## src/rtl/sram_nport_bank_if.sv

```systemverilog
// Bus bundle for sram_nport_bank: Bennett phase vector, read/write word lines,
// enables, write data/mask and the read/write/error results.
interface sram_nport_bank_if #(
    parameter int WIDTH    = 16,
    parameter int DEPTH    = 32,
    parameter int RD_PORTS = 2,
    parameter int PHASES   = 10
);
    logic [PHASES-1:0]         clkp;
    logic [RD_PORTS*DEPTH-1:0] word_rd;
    logic [DEPTH-1:0]          word_wr;
    logic [RD_PORTS-1:0]       rd_en;
    logic                      wr_en;
    logic [WIDTH-1:0]          din;
    logic [WIDTH/8-1:0]        wmask;
    logic [RD_PORTS*WIDTH-1:0] dout;
    logic [RD_PORTS-1:0]       dout_valid;
    logic                      wr_done;
    logic [RD_PORTS:0]         addr_err;

    modport master (
        output clkp, word_rd, word_wr, rd_en, wr_en, din, wmask,
        input  dout, dout_valid, wr_done, addr_err
    );

    modport slave (
        input  clkp, word_rd, word_wr, rd_en, wr_en, din, wmask,
        output dout, dout_valid, wr_done, addr_err
    );
endinterface

```

## src/rtl/sram_nport_bank.sv

```systemverilog
// Phase-sequenced SRAM bank: one byte-masked write port, RD_PORTS read ports,
// one-hot word lines; operations are pinned to phases of the Bennett cycle.
//
// state | meaning
// IDLE  | waiting for the address phase of a Bennett cycle
// ADDR  | word vectors latched, address errors evaluated
// DATA  | write data and byte mask latched
// RD    | each enabled read port may be served once
// WR    | the write port may be served once
module sram_nport_bank #(
    parameter int WIDTH    = 16,
    parameter int DEPTH    = 32,
    parameter int RD_PORTS = 2,
    parameter int PHASES   = 10,
    parameter int ADDR_PH  = 2,
    parameter int DATA_PH  = 4,
    parameter int RD_PH    = 6,
    parameter int WR_PH    = 8
) (
    input logic              clk,
    input logic              reset,
    sram_nport_bank_if.slave bus
);
    localparam int AW    = (DEPTH > 1) ? $clog2(DEPTH) : 1;
    localparam int BYTES = WIDTH / 8;

    typedef enum logic [2:0] {IDLE, ADDR, DATA, RD, WR} state_t;

    state_t state, next_state;

    logic [4:0] ph_now, ph_q, entry;
    logic       wrap;

    logic [RD_PORTS-1:0]       rd_ok, rd_served, valid_q;
    logic [AW-1:0]             rd_idx [RD_PORTS];
    logic                      wr_ok, wr_served, wr_done_q;
    logic [AW-1:0]             wr_idx;
    logic [WIDTH-1:0]          din_q;
    logic [BYTES-1:0]          wmask_q;
    logic [RD_PORTS*WIDTH-1:0] dout_q;
    logic [RD_PORTS:0]         err_q;
    logic [WIDTH-1:0]          mem [DEPTH];

    logic latch_addr, latch_data, rd_active, do_write;

    function automatic logic [AW-1:0] to_index(input logic [DEPTH-1:0] v);
        logic [AW-1:0] idx;
        idx = '0;
        for (int i = 0; i < DEPTH; i++)
            if (v[i]) idx = AW'(i);
        return idx;
    endfunction

    // Only the phases the sequencer cares about are tracked for edge detection.
    assign ph_now = {bus.clkp[PHASES-1], bus.clkp[WR_PH], bus.clkp[RD_PH],
                     bus.clkp[DATA_PH], bus.clkp[ADDR_PH]};
    assign entry  = ph_now & ~ph_q;
    assign wrap   = ph_q[4] & ~ph_now[4];

    always_ff @(posedge clk or negedge reset) begin
        if (!reset) begin
            state <= IDLE;
            ph_q  <= '0;
        end else begin
            state <= next_state;
            ph_q  <= ph_now;
        end
    end

    always_comb begin
        next_state = state;
        if (wrap) begin
            next_state = IDLE;
        end else begin
            case (state)
                IDLE:    if (entry[0]) next_state = ADDR;
                ADDR:    if (entry[1]) next_state = DATA;
                DATA:    if (entry[2]) next_state = RD;
                RD:      if (entry[3]) next_state = WR;
                default: next_state = state;
            endcase
        end
    end

    // Each action fires on the edge that enters (or stays in) its state, so
    // enables raised together with the phase entry are honoured.
    assign latch_addr = (state == IDLE) && (next_state == ADDR);
    assign latch_data = (state == ADDR) && (next_state == DATA);
    assign rd_active  = (next_state == RD);
    assign do_write   = (next_state == WR) && bus.wr_en && wr_ok && !wr_served;

    always_ff @(posedge clk or negedge reset) begin
        if (!reset) begin
            rd_ok     <= '0;
            rd_served <= '0;
            valid_q   <= '0;
            wr_ok     <= 1'b0;
            wr_served <= 1'b0;
            wr_done_q <= 1'b0;
            wr_idx    <= '0;
            din_q     <= '0;
            wmask_q   <= '0;
            dout_q    <= '0;
            err_q     <= '0;
            for (int p = 0; p < RD_PORTS; p++) rd_idx[p] <= '0;
        end else begin
            valid_q   <= '0;
            wr_done_q <= 1'b0;
            if (latch_addr) begin
                for (int p = 0; p < RD_PORTS; p++) begin
                    rd_ok[p]  <= $onehot(bus.word_rd[p*DEPTH +: DEPTH]);
                    err_q[p]  <= !$onehot(bus.word_rd[p*DEPTH +: DEPTH]);
                    rd_idx[p] <= to_index(bus.word_rd[p*DEPTH +: DEPTH]);
                end
                wr_ok           <= $onehot(bus.word_wr);
                err_q[RD_PORTS] <= !$onehot(bus.word_wr);
                wr_idx          <= to_index(bus.word_wr);
                rd_served       <= '0;
                wr_served       <= 1'b0;
            end
            if (latch_data) begin
                din_q   <= bus.din;
                wmask_q <= bus.wmask;
            end
            if (rd_active) begin
                for (int p = 0; p < RD_PORTS; p++) begin
                    if (bus.rd_en[p] && rd_ok[p] && !rd_served[p]) begin
                        dout_q[p*WIDTH +: WIDTH] <= mem[rd_idx[p]];
                        valid_q[p]               <= 1'b1;
                        rd_served[p]             <= 1'b1;
                    end
                end
            end
            if (do_write) begin
                wr_done_q <= 1'b1;
                wr_served <= 1'b1;
            end
        end
    end

    always_ff @(posedge clk or negedge reset) begin
        if (!reset) begin
            for (int i = 0; i < DEPTH; i++) mem[i] <= '0;
        end else if (do_write) begin
            for (int b = 0; b < BYTES; b++)
                if (wmask_q[b]) mem[wr_idx][b*8 +: 8] <= din_q[b*8 +: 8];
        end
    end

    assign bus.dout       = dout_q;
    assign bus.dout_valid = valid_q;
    assign bus.wr_done    = wr_done_q;
    assign bus.addr_err   = err_q;
endmodule

```

## src/flat_wrapper.sv

```systemverilog
// flat-port wrapper written by rule: the top's interface ports become plain ports
module sram_nport_bank_flat 
#(
    parameter int WIDTH    = 16,
    parameter int DEPTH    = 32,
    parameter int RD_PORTS = 2,
    parameter int PHASES   = 10,
    parameter int ADDR_PH  = 2,
    parameter int DATA_PH  = 4,
    parameter int RD_PH    = 6,
    parameter int WR_PH    = 8
)
  (clk, reset, bus_clkp, bus_word_rd, bus_word_wr, bus_rd_en, bus_wr_en, bus_din, bus_wmask, bus_dout, bus_dout_valid, bus_wr_done, bus_addr_err);
  sram_nport_bank_if #(.WIDTH(WIDTH), .DEPTH(DEPTH), .RD_PORTS(RD_PORTS), .PHASES(PHASES)) bus_i ();
  input logic clk;
  input logic reset;
  input wire logic [$bits(bus_i.clkp)-1:0] bus_clkp;
  input wire logic [$bits(bus_i.word_rd)-1:0] bus_word_rd;
  input wire logic [$bits(bus_i.word_wr)-1:0] bus_word_wr;
  input wire logic [$bits(bus_i.rd_en)-1:0] bus_rd_en;
  input wire logic [$bits(bus_i.wr_en)-1:0] bus_wr_en;
  input wire logic [$bits(bus_i.din)-1:0] bus_din;
  input wire logic [$bits(bus_i.wmask)-1:0] bus_wmask;
  output wire logic [$bits(bus_i.dout)-1:0] bus_dout;
  output wire logic [$bits(bus_i.dout_valid)-1:0] bus_dout_valid;
  output wire logic [$bits(bus_i.wr_done)-1:0] bus_wr_done;
  output wire logic [$bits(bus_i.addr_err)-1:0] bus_addr_err;
  assign bus_i.clkp = bus_clkp;
  assign bus_i.word_rd = bus_word_rd;
  assign bus_i.word_wr = bus_word_wr;
  assign bus_i.rd_en = bus_rd_en;
  assign bus_i.wr_en = bus_wr_en;
  assign bus_i.din = bus_din;
  assign bus_i.wmask = bus_wmask;
  assign bus_dout = bus_i.dout;
  assign bus_dout_valid = bus_i.dout_valid;
  assign bus_wr_done = bus_i.wr_done;
  assign bus_addr_err = bus_i.addr_err;
  sram_nport_bank #(.WIDTH(WIDTH), .DEPTH(DEPTH), .RD_PORTS(RD_PORTS), .PHASES(PHASES), .ADDR_PH(ADDR_PH), .DATA_PH(DATA_PH), .RD_PH(RD_PH), .WR_PH(WR_PH)) u_core (.clk(clk), .reset(reset), .bus(bus_i));
endmodule
```

## config.mk

```make
export PLATFORM = sky130hd
export DESIGN_NAME = sram_nport_bank_flat
export DESIGN_NICKNAME = d
export VERILOG_FILES = /design/src/rtl/sram_nport_bank_if.sv /design/src/rtl/sram_nport_bank.sv /design/src/flat_wrapper.sv
export SDC_FILE = /design/constraint.sdc
export NUM_CORES = 1
export LEC_CHECK = 0
export BUFFER_PORTS_ARGS = -buffer_cell sky130_fd_sc_hd__buf_2
export CORE_MARGIN = 2
export CORE_UTILIZATION = 57
export DETAILED_ROUTE_END_ITERATION = 12
export PLACE_DENSITY = 0.78
export SETUP_SLACK_MARGIN = 0.05
export SYNTH_ARGS = -nofsm -noshare
export SYNTH_HDL_FRONTEND = slang
export SYNTH_SLANG_ARGS = --single-unit
```

## constraint.sdc

```tcl
create_clock -name clk -period 2.35 [get_ports clk]
set_input_delay 0.235 -clock clk [delete_from_list [all_inputs] [get_ports clk]]
set_output_delay 0.235 -clock clk [all_outputs]
set_load 0.05 [all_outputs]
```

Word-level counts from Yosys, hierarchy flattened
Index checks and enable logic that the tools add are counted.
{"block": "word_totals", "ff_bits": 597, "in_bits": 129, "out_inout_bits": 38, "elab_cells": 306}
{"block": "classes", "addsub": 93, "n_lt_le_gt_ge": 4, "n_eq_ne": 10, "n_mux": 124, "n_bitwise": 7, "n_reduce_logical": 20}
{"operator": "$mux 512", "n": 3}
{"operator": "$bwmux 512", "n": 2}
{"operator": "$add 6x6->6", "n": 45}
{"operator": "$mux 5", "n": 48}
{"operator": "$bmux 16 s5", "n": 2}
{"operator": "$demux 16 s5", "n": 2}
{"operator": "$add 1x1->2", "n": 48}
{"operator": "$mux 4", "n": 24}
{"operator": "$mux 16", "n": 5}
{"operator": "$mux 3", "n": 17}
{"operator": "$eq 6x1->1 const B", "n": 3}
{"operator": "$ge 6x6->1 const B", "n": 3}
{"operator": "$mux 2", "n": 9}
{"operator": "$not 5->6", "n": 3}
{"operator": "$eq 3x2->1 const B", "n": 4}
{"operator": "$pmux 3 s4", "n": 1}
{"operator": "$logic_and 1x1->1", "n": 10}
{"operator": "$mux 1", "n": 10}
{"operator": "$mux 8", "n": 1}
{"operator": "$eq 3x1->1 const B", "n": 2}
{"operator": "$logic_not 1->1", "n": 6}
{"operator": "$lt 6x1->1 const B", "n": 1}
{"operator": "$and 4x4->4", "n": 1}
{"operator": "$not 4->4", "n": 1}
{"operator": "6 further kinds", "n": 7}

Depth between registers and ports, before layout
Gate-level depths: netlist of the first run.
{"block": "depth", "ltp_word": 31, "depth_mapped": 17, "mapped_depth_nobuf": 17}

Least setup slack after synthesis of the first run
OpenSTA, ideal clock, no wires.
{"block": "synth_path", "kind": "input -> register", "from": "input port bus_word_rd[20]", "to": "register u_core.err_q[0], in the netlist u_core.bus.addr_err[0]", "setup_ns": 0.119, "arrival_time_ns": 4.180, "t_required_ns": 2.231, "slack_ns": -1.949, "path_stages": 15, "path_buffers": 0, "path_cell_list": "ha_1 inv_1 fa_1 inv_1 fa_1 fa_1 inv_1 fa_1 fa_1 inv_1 ha_1 fa_1 nor4b_1 nand4_1 o21a_1"}
{"block": "synth_via", "elab_chain_len": 7}
{"item": "from (decl)", "line_no": "flat_wrapper.sv:18", "source": "input wire logic [$bits(bus_i.word_rd)-1:0] bus_word_rd;"}
{"item": "$add 1x1->2", "line_no": "sram_nport_bank.sv:112", "source": "err_q[p] <= !$onehot(bus.word_rd[p*DEPTH +: DEPTH]);"}
{"item": "$add 6x6->6 (4 in a row)", "line_no": "sram_nport_bank.sv:112"}
{"item": "$eq 6x1->1", "line_no": "sram_nport_bank.sv:112"}
{"item": "$logic_not 1->1", "line_no": "sram_nport_bank.sv:112"}
{"item": "to (signal, indexed assignment)", "line_no": "sram_nport_bank.sv:112"}
{"item": "to (signal, indexed assignment)", "line_no": "sram_nport_bank.sv:116", "source": "err_q[RD_PORTS] <= !$onehot(bus.word_wr);"}
{"item": "to (decl)", "line_no": "sram_nport_bank.sv:41", "source": "logic [RD_PORTS:0] err_q;"}
Every way passes these cells.
A chain may end at the register's enable or synchronous reset.

Worst setup path in the final report of the first run
{"block": "layout_path", "from": "input port bus_word_rd[21]", "to": "register u_core.err_q[0], in the netlist u_core.bus.addr_err[0]"}
The elaborated chain is that of the path after synthesis.

==> reports/results.ini, run 1 <==
[status]
outcome=complete, but fails checks
violations=negative setup slack

[floorplan]
coreArea_sq_um=61370
io_pins=167
die_width_um=252.6
dieArea_sq_um=63810
chipHeight_um=252.6
row_count=91
initial_utilization=0.5740

[finish]
final_layout_size_suffix_gt1_frac=0.5932
post-route-cell-area_sq_um=45350
final_common_cell=dfrtp_1
antenna_cells=0
nNetsFinal=3198
area_growth_pct=28.72
layout_common_cells=592 x dfrtp_1, 370 x mux2_2, 256 x mux4_2
fillers=3352

[power]
power_density_nw_per_um2=873.7
p_leak_nw=21.35
totalPowerFinal_mw=39.62
peakVddDrop_uv=824.9

[yosys]
syn_area_sq_um=35230
synth_nets=2746
ys_types=56
synth_top_area_cell=dfrtp_1
ys_seq_area_frac=0.4241
ys_warn_count=0
synth.area.top_cells=dfrtp_1 42%, mux2_2 17%, mux4_2 16%
ys_ff_latch=597
synth_edf_count=0
avgSynthCellArea_sq_um=14.35
yosys.area.top_type_share=0.4241
synth_cells=2455
synthArstFlopShare=1.000
synthFlopType=dfrtp_1

[worst_setup_path]
start_kind=primary input
max_stage_delay_ns=0.57
cp_top_family=adder cells
cp.required_ns=2.85
worstRegToRegCells=9
startpoint=bus_word_rd[21]
crit_chain=buf_8 -> ha_4 -> inv_2 -> fa_2 -> inv_2 -> fa_2 -> inv_2 -> fa_1 -> fa_1 -> fa_1 -> inv_1 -> ha_2 -> fa_1 -> nor4b_2 -> nand4_1 -> o21a_1
crit_path_frequent_cell=fa_1
timing.rr.start=u_core.rd_idx[5]$_DFFE_PN0P_
crit_buf_inv=5
end_kind=flop
path_max_fanout=2
regToRegSetupSlack_ns=-0.16
cp.depth=16
timing_worst_setup_path_type=primary input to flop
worst_path_max_delay_cell=fa_2
cp_data_arrival_time_ns=4.27
r2r-end=u_core.bus.dout[13]$_DFFE_PN0P_

[cts]
cts_sinks=597
cts_max_level=3
cts_buffers=66
clock_latency_ns=0.63
cts.clk_slew.worst_paths_ns=0.06
tritoncts=built
cts_buffer_depth=3
cts_root_buffer=clkbuf_16

[route]
met1Wirelength_um=40960
first_pass_iters=6
vias=26080
wl_per_cell_um=30.64
wl_met3_um=12840
ant_nets=0
wl_met2_um=54870
drc_errors=0
vias_per_cell=6.960
drt_iter0_markers=3092
routed_wl_um=114800
dr.max_layer_used=met5

[place]
gp_congestion=0.8690
pre_cts_slack_ns=-2.144
placed_area_sq_um=39440
dpl.hpwl_um=66870
io_buffers=161

[grt]
grt-ovfl-total=0
grt_max_degree=90
grt_pass1_wl_um=166700
globalRouteTotalUtil=0.3480
grt_antenna_before_repair=2
grt_pass1_vias=27460

[sta]
timing_hold_violations_final=0
min_period_ns=3.764
fin_tns_setup_ns=-11.79
setup_ws_ns=-1.414
fin_crit_sh=1.602
maxSlewViolCount=0
setup_viol=82
grt_setup_unrepaired=yes
max_freq_mhz=265.7
slew_headroom=0.4630
clock_skew_ns=0.03679
worst_slew_pin_slew_ns=0.8039

[min_path]
holdCritPathClass=primary input to flop
whs_path_depth=3
hp-start=bus_rd_en[0]
hold_path_end=u_core.rd_served[0]$_DFF_PN0_

[flow_run]
maxCapViolCount=0

-- sequential cells by signal, summed over array words and instances, names as in the netlist --
| signal | cells |
|---|---|
| u_core.rd_ok | 2 |
| u_core.state | 3 |
| u_core.wr_idx | 5 |
| u_core.ph_q | 5 |
| u_core.bus.addr_err | 3 |
| u_core.wr_ok | 1 |
| u_core.rd_idx | 10 |
| u_core.bus.dout | 32 |
| u_core.bus.wr_done | 1 |
| u_core.din_q | 16 |
| u_core.bus.dout_valid | 2 |
| u_core.wmask_q | 2 |
| u_core.wr_served | 1 |
| u_core.mem | 512 |
| u_core.rd_served | 2 |
-- worst reg2reg max path: cells and delay by family, from the launching register on --
kind,cells,cell delay [ns]
AO/OA/AOI/OAI,3,0.52
buffers and inverters,4,0.60
flip-flops,1,0.48
multiplexers,2,0.78
-- per-layer routing --
| metal | vias up | GRT usage |
|---|---|---|
| met3 | 462 | 0.08826 |
| met4 | 2 | 0.1642 |
| li1 | 10270 | - |
| met5 | - | 0 |
| met1 | 13490 | 0.4494 |
| met2 | 1862 | 0.5556 |
-- cell type report --
cell class | instances | area [sq um] | share of cell area
multi-input cells | 1519 | 20810 | 0.4588
flip-flops and latches | 597 | 14960 | 0.3298
repair buffers | 558 | 5796 | 0.1278
clock buffers | 99 | 1969 | 0.04343
well taps | 790 | 988.4 | 0.02180
inverters | 165 | 639.4 | 0.01410
clock inverters | 19 | 191.4 | 0.004222
-- synth_stat cells (4+ instances only) --
cell type / instances
a211oi_1: 4
a21oi_1: 23
a221oi_1: 32
a22o_1: 96
a31oi_1: 8
a41oi_1: 5
and3b_1: 4
buf_1: 19
buf_2: 29
buf_6: 6
clkbuf_1: 119
dfrtp_1: 597
fa_1: 78
ha_1: 84
inv_1: 164
mux2_2: 546
mux2_4: 16
mux4_2: 256
nand2_1: 32
nand2b_1: 4
nand3_1: 15
nand3_4: 40
nand3b_1: 4
nand4_1: 6
nor2_1: 52
nor2b_1: 6
nor3_1: 16
nor3_2: 5
nor3_4: 19
nor3b_1: 6
nor4_1: 8
o21a_1: 6
o21ai_0: 93
o311ai_0: 8
xnor2_1: 6
-- per-stage QoR --
stage,hold WS (ns),utilization,cells
final,0.05120,0.7389,3747
after global routing,0.06786,0.7389,3747
after CTS,0.02938,0.7238,3729
after detailed placement,0.1936,0.6426,3517
after global placement,0.1893,0.6426,3517
after floorplan,-0.06059,-,2455
-- power by group --
part	leakage (nW)	internal, mW	switching [mW]	total (mW)
combinational	12.1	8.05	9.83	17.9
sequential	8.23	10.6	0.594	11.2
clock	1.06	6.14	4.42	10.6
total	21.4	24.8	14.8	39.6
-- repair_timing --
item / CTS / global route
endpoints found under the setup margin: 226 / 521
pin swaps: 120 / 76
cloned: 18 / 4
hold buffers: 24 / 0
endpoints found under the hold margin: 126 / 0
gates resized for setup: 417 / 178
setup buffers: 52 / 29
-- worst max-delay path by stage --
| stage | end |
|---|---|
| 2_1_floorplan | u_core.bus.addr_err[0]$_DFFE_PN0P_ |
| 3_3_place_gp | u_core.bus.addr_err[0]$_DFFE_PN0P_ |
| 3_5_place_dp | u_core.bus.addr_err[0]$_DFFE_PN0P_ |
| 4_1_cts | u_core.bus.addr_err[0]$_DFFE_PN0P_ |
| 5_1_grt | u_core.bus.addr_err[0]$_DFFE_PN0P_ |
| 6_report | u_core.bus.addr_err[0]$_DFFE_PN0P_ |
-- kinds of logic after synthesis --
| group | Yosys count | synth area share |
|---|---|---|
| buffers and inverters | 339 | 0.03889 |
| DFF | 597 | 0.4241 |
| muxes | 821 | 0.3459 |
| adders and majority gates | 162 | 0.07416 |
| and+or+nand+nor | 237 | 0.05576 |
| AOI/OAI and AO/OA | 293 | 0.05974 |
| xor gates and xnor gates | 6 | 0.001492 |
Power figures use the tool's default switching activity.
==> inputs of run 2 (changes only) <==
- MAX_ROUTING_LAYER: default -> met4
==> run 2 against run 1 <==
Net effect:
- the flow still finishes with violations (negative setup slack)
- die area did not move
- first-iteration DRC count rose by 3.8%
- combinational power barely moved
- largest power group unchanged
==> reports/results.ini, run 2 (synthesized netlist as in run 1, its figures left out) <==
[status]
outcome=complete, but fails checks
violations=negative setup slack

[floorplan]
row_count=91  ; unchanged
chipHeight_um=252.6  ; unchanged
die_width_um=252.6  ; unchanged
initial_utilization=0.5740  ; unchanged
io_pins=167  ; unchanged
dieArea_sq_um=63810  ; unchanged
coreArea_sq_um=61370  ; unchanged

[sta]
setup_viol=250  ; +200%
worst_slew_pin_slew_ns=0.8320  ; +0.02815 ns
timing_hold_violations_final=0  ; unchanged
max_freq_mhz=266.2  ; +0.21%
setup_ws_ns=-1.406  ; +0.007880 ns
slew_headroom=0.4441  ; -0.01881
min_period_ns=3.756  ; -0.007880 ns
clock_skew_ns=0.03619  ; -0.0006080 ns
grt_setup_unrepaired=yes
maxSlewViolCount=0  ; unchanged
fin_crit_sh=1.598  ; -0.003353

[cts]
cts.clk_slew.worst_paths_ns=0.06  ; about the same
cts_max_level=3  ; unchanged
cts_buffer_depth=3  ; unchanged
cts_buffers=67  ; +1.5%
tritoncts=built
clock_latency_ns=0.65  ; +0.02 ns
cts_sinks=597  ; unchanged
cts_root_buffer=clkbuf_16

[power]
p_int_mw=24.84  ; +0.27%
p_seq_frac=0.280  ; -0.002
p_sw_mw=14.94  ; +0.68%
totalPowerFinal_mw=39.79  ; +0.42%
p_leak_nw=21.50  ; +0.67%
power_frac_clock=0.272  ; +0.005
pwr-share-comb=0.449  ; -0.002
peakVddDrop_uv=776.3  ; -5.9%
power_density_nw_per_um2=867.4  ; -0.73%
p_sw_frac=0.3756  ; +0.0009627

[route]
drc_errors=0  ; unchanged
ant_nets=0  ; unchanged
routed_wl_um=116400  ; +1.4%
drt_iter0_markers=3208  ; +3.8%
vias=26220  ; +0.53%
first_pass_iters=5  ; -1
vias_per_cell=6.978  ; +0.26%
wl_per_cell_um=30.99  ; +1.1%

[grt]
globalRouteTotalUtil=0.3655  ; +0.01747
grt_antenna_before_repair=2  ; unchanged
grt_pass1_vias=27800  ; +1.2%
grt_pass1_wl_um=169100  ; +1.4%
grt-ovfl-total=0  ; unchanged
grt_max_degree=76  ; -16%

[place]
place_inst=3534  ; +0.48%
dpl.hpwl_um=67320  ; +0.68%
placed_area_sq_um=39680  ; +0.61%
io_buffers=161  ; unchanged
gp_congestion=0.8886  ; +2.3%
pre_cts_slack_ns=-2.169  ; -0.02452 ns

[worst_setup_path]
cp.required_ns=2.86  ; about the same
max_stage_delay_ns=0.56  ; about the same
cp_data_arrival_time_ns=4.27  ; about the same
path_max_fanout=2  ; unchanged
worst_path_max_delay_cell=fa_2
start_kind=primary input
end_kind=flop
timing_worst_setup_path_type=primary input to flop
crit_path_frequent_cell=fa_1
crit_chain=buf_2 -> ha_1 -> inv_1 -> fa_2 -> inv_1 -> fa_2 -> inv_2 -> fa_1 -> fa_1 -> fa_1 -> inv_1 -> ha_2 -> fa_1 -> nor4b_2 -> nand4_1 -> o21a_1
regToRegSetupSlack_ns=-0.21  ; -0.05 ns

[finish]
regMostFlops=u_core.mem
final_common_cell=dfrtp_1
nNetsFinal=3204  ; +0.19%
post-route-cell-area_sq_um=45870  ; +1.2%
fin_cells=3757  ; +0.27%
area_growth_pct=30.21
fillers=3272  ; -2.4%
layout_common_cells=593 x dfrtp_1, 344 x mux2_2, 256 x mux4_2
largest_reg_flops=512  ; unchanged
final_layout_size_suffix_gt1_frac=0.6074  ; +0.01425

[flow_run]
maxCapViolCount=0  ; unchanged

[min_path]
holdCritPathClass=primary input to flop

[run 2: worst paths after layout]
path,cells after the start,startpoint,end
max in group asynchronous,3,reset,u_core.din_q[5]$_DFFE_PN0P_
min in group asynchronous,2,reset,u_core.mem[239]$_DFFE_PN0P_
worst max register to register,9,u_core.rd_idx[5]$_DFFE_PN0P_,u_core.bus.dout[15]$_DFFE_PN0P_
worst min register to register,2,u_core.rd_served[0]$_DFF_PN0_,u_core.rd_served[0]$_DFF_PN0_
worst max-delay path,16,bus_word_rd[28],u_core.bus.addr_err[0]$_DFFE_PN0P_
worst min-delay path,3,bus_rd_en[1],u_core.rd_served[1]$_DFF_PN0_
[run 2: layer usage]
| layer | GRT usage | share of wire | wire (um) |
|---|---|---|---|
| met1 | 0.4563 | 0.36 | 41760 |
| met5 | - | 0 | 0 |
| met4 | 0.1809 | 0.054 | 6277 |
| met2 | 0.5641 | 0.48 | 55650 |
| met3 | 0.08661 | 0.11 | 12730 |
[run 2: metrics by stage]
stage               hold WS [ns]    util  setup TNS [ns]
floorplan               -0.06059       -          -9.941
global placement          0.2540  0.6465          -15.52
detailed placement        0.2633  0.6465          -16.67
CTS                     0.008826  0.7325          -32.29
global route             0.03452  0.7474          -58.44
finish                   0.03574  0.7474          -22.92
[run 2: final cells by class]
| type | count | area (sq um) | area share |
|---|---|---|---|
| Clock buffer | 100 | 2003 | 0.04367 |
| Sequential cell | 597 | 14950 | 0.3260 |
| Tap cell | 790 | 988.4 | 0.02155 |
| Clock inverter | 21 | 221.5 | 0.004828 |
| Timing Repair Buffer | 563 | 5949 | 0.1297 |
| Multi-Input combinational cell | 1519 | 21110 | 0.4602 |
| Inverter | 165 | 640.6 | 0.01397 |
| Antenna cell | 2 | 5.005 | 0.0001091 |
[run 2: power by group through the flow]
stage               Clock, mW  Combinational, mW  Sequential (mW)
global placement            0               13.6             11.2
global route             11.3               19.1             11.2
floorplan                   0               8.82             11.0
finish                   10.8               17.8             11.1
CTS                      10.7               16.9             11.1
detailed placement          0               14.1             11.3
[run 2: timing repair]
action | in CTS | in global routing
setup endpoints to repair | 252 | 552
hold buffers | 24 | 0
gates resized for setup | 464 | 226
setup buffers | 51 | 13
gates cloned | 21 | 1
pin swaps | 120 | 93
endpoints found under the hold margin | 70 | 0
[run 2: worst max-delay path: cells and delay by family]
kind                       cells  cell delay (ns)
adders and majority gates      8             3.20
and+or+nand+nor                2             0.37
buffers and inverters          5             0.34
AOI/OAI and AO/OA              1             0.13
